$ cat config.mk
export PLATFORM = sky130hd
export DESIGN_NAME = uart_beacon_tx
export DESIGN_NICKNAME = d
export VERILOG_FILES = /design/src/rtl/uart_beacon_tx.sv
export SDC_FILE = /design/constraint.sdc
export NUM_CORES = 1
export LEC_CHECK = 0
export ABC_AREA = 1
export CAP_MARGIN = 20
export CORE_UTILIZATION = 60
export CTS_CLUSTER_DIAMETER = 150
export DETAILED_ROUTE_END_ITERATION = 16
export PLACE_DENSITY = 0.87
export SETUP_SLACK_MARGIN = 0.15
export SLEW_MARGIN = 20
export SYNTH_ARGS = -nofsm -noshare
export SYNTH_HDL_FRONTEND = slang
export SYNTH_SLANG_ARGS = --single-unit
$ cat constraint.sdc
create_clock -name clk -period 3.7 [get_ports clk]
set_input_delay 0.74 -clock clk [delete_from_list [all_inputs] [get_ports clk]]
set_output_delay 0.74 -clock clk [all_outputs]
set_load 0.01 [all_outputs]
$ cat src/rtl/uart_beacon_tx.sv
// uart_beacon_tx: serial message beacon.
// A small character buffer is loaded while idle, then sent as a run of
// back-to-back UART frames. The run can optionally repeat after an
// idle-line gap. A stop request ends the run at the next frame boundary.
// txd is decoded from the registered FSM state, so it changes only on clock edges.
module uart_beacon_tx #(
  parameter int CLK_HZ              = 500000,
  parameter int BIT_RATE            = 9600,
  parameter int PAYLOAD_BITS        = 8,
  parameter int PARITY              = 0,
  parameter int STOP_BITS           = 1,
  parameter int MSG_DEPTH           = 16,
  parameter int REPEAT_DELAY_CYCLES = 500000,
  parameter int AW                  = (MSG_DEPTH > 1) ? $clog2(MSG_DEPTH) : 1,
  parameter int LW                  = $clog2(MSG_DEPTH + 1)
) (
  input  logic                    clk,
  input  logic                    rst,
  input  logic                    start,
  input  logic                    stop,
  input  logic                    repeat_en,
  input  logic [LW-1:0]           msg_len,
  input  logic                    wr_en,
  input  logic [AW-1:0]           wr_addr,
  input  logic [PAYLOAD_BITS-1:0] wr_data,
  output logic                    txd,
  output logic                    busy,
  output logic                    char_done,
  output logic                    msg_done,
  output logic                    wr_err
);

  localparam int CPB = CLK_HZ / BIT_RATE;
  localparam int CW  = (CPB > 1) ? $clog2(CPB) : 1;
  // A zero repeat delay still spends one idle-line cycle in DELAY.
  localparam int RD  = (REPEAT_DELAY_CYCLES < 1) ? 1 : REPEAT_DELAY_CYCLES;
  localparam int DW  = $clog2(RD + 1);

  localparam logic [CW-1:0] BIT_LAST  = CW'(CPB - 1);
  localparam logic [DW-1:0] DLY_LAST  = DW'(RD - 1);
  localparam logic [LW-1:0] DEPTH_L   = LW'(MSG_DEPTH);
  localparam logic [2:0]    DATA_LAST = 3'(PAYLOAD_BITS - 1);
  localparam logic [2:0]    STOP_LAST = 3'(STOP_BITS - 1);

  typedef enum logic [1:0] {ST_IDLE, ST_FRAME, ST_DELAY} state_t;
  typedef enum logic [1:0] {PH_START, PH_DATA, PH_PARITY, PH_STOP} phase_t;

  state_t                  state, state_n;
  phase_t                  phase, phase_n;
  logic [CW-1:0]           bit_cnt, bit_cnt_n;
  logic [2:0]              bit_idx, bit_idx_n;
  logic [LW-1:0]           char_idx, char_idx_n;
  logic [LW-1:0]           len_q, len_n;
  logic                    rep_q, rep_n;
  logic                    stop_q, stop_n;
  logic [DW-1:0]           dly_cnt, dly_cnt_n;

  logic [PAYLOAD_BITS-1:0] mem [MSG_DEPTH];
  logic [PAYLOAD_BITS-1:0] cur_char;
  logic                    par_bit;
  logic                    bit_end;
  logic                    last_char;

  assign cur_char  = mem[char_idx[AW-1:0]];
  assign par_bit   = (PARITY == 2) ? ~(^cur_char) : ^cur_char;
  assign bit_end   = (bit_cnt == BIT_LAST);
  assign last_char = ((char_idx + 1'b1) == len_q);
  assign busy      = (state != ST_IDLE);

  // Message buffer: written only while idle, deliberately not reset.
  always_ff @(posedge clk) begin
    if (wr_en && state == ST_IDLE) begin
      mem[wr_addr] <= wr_data;
    end
  end

  // Write-while-busy error, registered so it is a clean one-cycle pulse per attempt.
  always_ff @(posedge clk) begin
    if (rst) begin
      wr_err <= 1'b0;
    end else begin
      wr_err <= wr_en && (state != ST_IDLE);
    end
  end

  // FSM and datapath state registers.
  always_ff @(posedge clk) begin
    if (rst) begin
      state    <= ST_IDLE;
      phase    <= PH_START;
      bit_cnt  <= '0;
      bit_idx  <= '0;
      char_idx <= '0;
      len_q    <= '0;
      rep_q    <= 1'b0;
      stop_q   <= 1'b0;
      dly_cnt  <= '0;
    end else begin
      state    <= state_n;
      phase    <= phase_n;
      bit_cnt  <= bit_cnt_n;
      bit_idx  <= bit_idx_n;
      char_idx <= char_idx_n;
      len_q    <= len_n;
      rep_q    <= rep_n;
      stop_q   <= stop_n;
      dly_cnt  <= dly_cnt_n;
    end
  end

  // Next-state, line level and done pulses.
  always_comb begin
    state_n    = state;
    phase_n    = phase;
    bit_cnt_n  = bit_cnt;
    bit_idx_n  = bit_idx;
    char_idx_n = char_idx;
    len_n      = len_q;
    rep_n      = rep_q;
    stop_n     = stop_q;
    dly_cnt_n  = dly_cnt;
    txd        = 1'b1;
    char_done  = 1'b0;
    msg_done   = 1'b0;

    case (state)
      ST_IDLE: begin
        stop_n = 1'b0;
        if (start && msg_len != '0) begin
          state_n    = ST_FRAME;
          phase_n    = PH_START;
          bit_cnt_n  = '0;
          bit_idx_n  = '0;
          char_idx_n = '0;
          len_n      = (msg_len > DEPTH_L) ? DEPTH_L : msg_len;
          rep_n      = repeat_en;
        end
      end

      ST_FRAME: begin
        // A stop request is remembered until the current frame completes.
        stop_n    = stop_q | stop;
        bit_cnt_n = bit_cnt + 1'b1;
        case (phase)
          PH_START: begin
            txd = 1'b0;
            if (bit_end) begin
              bit_cnt_n = '0;
              bit_idx_n = '0;
              phase_n   = PH_DATA;
            end
          end
          PH_DATA: begin
            txd = cur_char[bit_idx];
            if (bit_end) begin
              bit_cnt_n = '0;
              if (bit_idx == DATA_LAST) begin
                bit_idx_n = '0;
                phase_n   = (PARITY != 0) ? PH_PARITY : PH_STOP;
              end else begin
                bit_idx_n = bit_idx + 1'b1;
              end
            end
          end
          PH_PARITY: begin
            txd = par_bit;
            if (bit_end) begin
              bit_cnt_n = '0;
              bit_idx_n = '0;
              phase_n   = PH_STOP;
            end
          end
          default: begin
            txd = 1'b1;
            if (bit_end) begin
              bit_cnt_n = '0;
              if (bit_idx == STOP_LAST) begin
                char_done = 1'b1;
                bit_idx_n = '0;
                phase_n   = PH_START;
                // Stop outranks both the next character and a repeat.
                if (stop_n) begin
                  state_n = ST_IDLE;
                end else if (last_char) begin
                  msg_done   = 1'b1;
                  char_idx_n = '0;
                  if (rep_q) begin
                    state_n   = ST_DELAY;
                    dly_cnt_n = '0;
                  end else begin
                    state_n = ST_IDLE;
                  end
                end else begin
                  char_idx_n = char_idx + 1'b1;
                end
              end else begin
                bit_idx_n = bit_idx + 1'b1;
              end
            end
          end
        endcase
      end

      ST_DELAY: begin
        dly_cnt_n = dly_cnt + 1'b1;
        if (stop) begin
          state_n = ST_IDLE;
        end else if (dly_cnt == DLY_LAST) begin
          state_n    = ST_FRAME;
          phase_n    = PH_START;
          bit_cnt_n  = '0;
          bit_idx_n  = '0;
          char_idx_n = '0;
        end
      end

      default: begin
        state_n = ST_IDLE;
      end
    endcase

    // A reset abandons the frame, so no completion may be reported in that cycle.
    if (rst) begin
      char_done = 1'b0;
      msg_done  = 1'b0;
    end
  end

endmodule

==> flow_summary.json <==
{
  "status": "complete, no violations",
  "place_ws_ns": 0.493,
  "vias": 6770,
  "crit_slowest_cell": "dfxtp_4",
  "fp.dieH_microns": 121,
  "layout_setup_ws_ns": 0.316,
  "crit_type": "register to primary output",
  "relSlewSlack_pct": 46.9,
  "hp-class": "register to register",
  "ys_seq_area_share_pct": 57.0,
  "cts_setup_buffers": 0,
  "wl_per_cell_microns": 16.6,
  "period_needed_ns": 3.38,
  "path_clk_slew_ns": 0.07,
  "hold_viol": 0,
  "start_util_pct": 61.2,
  "synth-xor-area-share_pct": 1.55,
  "drv_cap": 0,
  "synth_nets": 997,
  "drt_iter0_markers": 1190,
  "cts_tree": "built",
  "postSynthCellCount": 964,
  "critical_path.cell_chain": "buf_8 -> nor2_1 -> nor2_1 -> o21ai_1 -> nand3_1 -> nand3_1 -> nand2_1 -> inv_1 -> nand2_1 -> nand2_1 -> nand2_1 -> nand2_1 -> nand2_1 -> nand3_1 -> nand2_1 -> dlygate4sd2_1",
  "drv_slew": 0,
  "ant_nets": 0,
  "skew_ns": 0.0106,
  "cts.sink_count": 177,
  "grt_max_degree": 35,
  "clockBufferDepth": 2,
  "cp_num_buf_inv": 3,
  "fin_crit_sh_pct": 91.4,
  "syn_area_per_cell_sq_um": 8.77,
  "cts-root-buf": "clkbuf_16",
  "fmax_mhz": 296,
  "cts.htree.levels": 4,
  "crit_arrival_ns": 2.64,
  "num_rows": 43,
  "p_total_mw": 5.34,
  "hpwl_mm": 12.7,
  "worstSetupEndpointType": "primary output",
  "gp_congestion": 0.879,
  "final_common_cell": "nand2_1",
  "synth_top_family_by_area": "simple AND/OR/NAND/NOR gates",
  "wirelength_mm": 19.7,
  "nets": 1027,
  "fp.dieArea_sq_mm": 0.0146,
  "setup_violations": 0,
  "globalRouteOverflowTotal": 0,
  "coreArea_sq_mm": 0.0138,
  "cts_made_buffers": 17,
  "fin_tns_setup_ns": 0,
  "postLayoutCellArea_sq_mm": 0.00956,
  "synth-seq-cells": 177,
  "cp.required_ns": 2.96,
  "synth_fa_ha_area_share_pct": 1.48,
  "dpl_cell_area_sq_mm": 0.00891,
  "mostFrequentLayoutCells": "nand2_1, nand3_1, edfxtp_1",
  "grt_pass1_wl_mm": 31.4,
  "dr.pass1.iters": 6,
  "critPathMaxStageDelay_ns": 0.45,
  "clock_latency_ns": 0.44,
  "syn_to_final_growth_pct": 13.0,
  "worstSetupStartpointType": "register",
  "fill_cells": 985,
  "synth_compound_area_share_pct": 4.36,
  "drc_errors": 0,
  "antenna-diode-count": 0,
  "ir_drop_uv": 434,
  "power.leakage_nw": 3.87,
  "powerDensity_mw_per_mm2": 559,
  "tightest_slew_ns": 0.794,
  "critical_path.top_delay_family": "simple AND/OR/NAND/NOR gates",
  "gr-usage-all-layers_pct": 28.4,
  "die_w_microns": 121,
  "worst_path_most_repeated_cell": "nand2_1",
  "io_pins": 28,
  "synth.area.mux_share_pct": 0,
  "antenna_found_initial": 0,
  "layout-drive-gt1-share_pct": 7.05,
  "port_buffers": 27,
  "ys_types": 39,
  "rsz0062_at_grt": "false",
  "yosysWarnings": 0,
  "syn-cell-area_sq_mm": 0.00846,
  "via_per_inst": 5.70,
  "yosys.area_share.simple_pct": 28.4,
  "first_global_vias": 6405,
  "critPathMaxFanout": 21
}
## worst register-to-register path: stages, from the launching register on
cell     delay (ns)
dfxtp_1        0.36
nor2_1         0.20
inv_1          0.09
nor2_1         0.42
nand3_1        0.30
nor2_1         0.69
## layer usage
layer  share of wire [%]  track usage (%)
met2                  49             47.1
met4                 3.5             14.3
met5                   0                0
met1                  40             35.9
met3                 7.9             5.05
## final timing paths
kind	end	startpoint	depth (start not counted)	slack [ns]
setup / recovery	txd	register	16	0.32
hold / removal	rep_q$_SDFFE_PP0P_	rep_q$_SDFFE_PP0P_	2	0.47
setup reg to reg	mem[7][1]$_DFFE_PP_	state[1]$_SDFFE_PP0P_	5	1.28
hold reg to reg	rep_q$_SDFFE_PP0P_	rep_q$_SDFFE_PP0P_	2	0.47
## what timing repair did
item,CTS,global route
cloned,0,0
gates resized for setup,12,2
setup endpoints to repair,1,2
hold buffers,0,0
## final cells by class
type	count	area (sq um)	area share, %
clock buffers	17	425	4.45
clock inverters	15	169	1.77
inverters	106	400	4.19
multi-input cells	645	3040	31.8
flip-flops and latches	177	4830	50.5
well taps	180	225	2.36
repair buffers	47	472	4.94
## sequential cells by signal (all words and copies together), names as in the netlist, named ones only
name,flops
rep_q,1
wr_err,1
stop_q,1
dly_cnt,19
phase,2
char_idx,5
bit_cnt,6
state,2
bit_idx,3
len_q,5
mem,128
## through the flow
step,hold slack [ns],std cells,utilization (%)
2_1_floorplan,0.432,964,-
3_3_place_gp,0.446,1155,64.4
3_5_place_dp,0.451,1155,64.4
4_1_cts,0.463,1187,69.0
5_1_grt,0.480,1187,69.1
6_report,0.466,1187,69.1
## logic make-up (layout without fill, tap and decap cells)
| group | count (synthesis) | count (layout) |
|---|---|---|
| adder cells (fa/ha/maj) | 10 | 10 |
| AO/OA/AOI/OAI | 69 | 69 |
| XOR/XNOR | 15 | 15 |
| buffers and inverters | 142 | 185 |
| AND/OR/NAND/NOR | 551 | 551 |
| flip-flops | 177 | 177 |
## report_power, final
part	switching [mW]	leakage [nW]	internal, mW
registers	0.0718	1.55	2.20
clock network	0.833	0.292	0.963
logic	0.849	2.03	0.419
total	1.75	3.87	3.58
## cells in the mapped netlist
cell type | n | share of area, %
a211oi_1 | 4 | 0.36
ha_1 | 10 | 1.5
nor2_4 | 1 | 0.13
nand3b_4 | 1 | 0.24
inv_2 | 4 | 0.18
nor3_1 | 14 | 0.83
nand3_1 | 148 | 8.8
buf_4 | 4 | 0.36
buf_1 | 3 | 0.13
o211ai_1 | 1 | 0.089
nor4_2 | 1 | 0.15
inv_1 | 101 | 4.5
xnor2_1 | 5 | 0.52
nor2_2 | 1 | 0.074
o2111ai_1 | 1 | 0.10
clkbuf_1 | 10 | 0.44
nand4_1 | 8 | 0.59
o21ai_1 | 9 | 0.53
nand2_2 | 1 | 0.074
or2_0 | 3 | 0.22
a22oi_1 | 2 | 0.18
dfxtp_1 | 49 | 12
nor2_1 | 75 | 3.3
nand3b_1 | 4 | 0.36
xor2_1 | 10 | 1.0
or2_1 | 3 | 0.22
clkinv_1 | 1 | 0.044
clkbuf_2 | 1 | 0.059
nor4_1 | 4 | 0.30
nand2_1 | 276 | 12
or2_2 | 7 | 0.52
edfxtp_1 | 128 | 45
nor3_2 | 1 | 0.12
o21ai_0 | 12 | 0.71
buf_6 | 5 | 0.67
a21oi_1 | 39 | 2.3
buf_2 | 13 | 0.77
o31ai_1 | 1 | 0.089
nor3b_1 | 3 | 0.27
(Power assumes the default switching activity.)
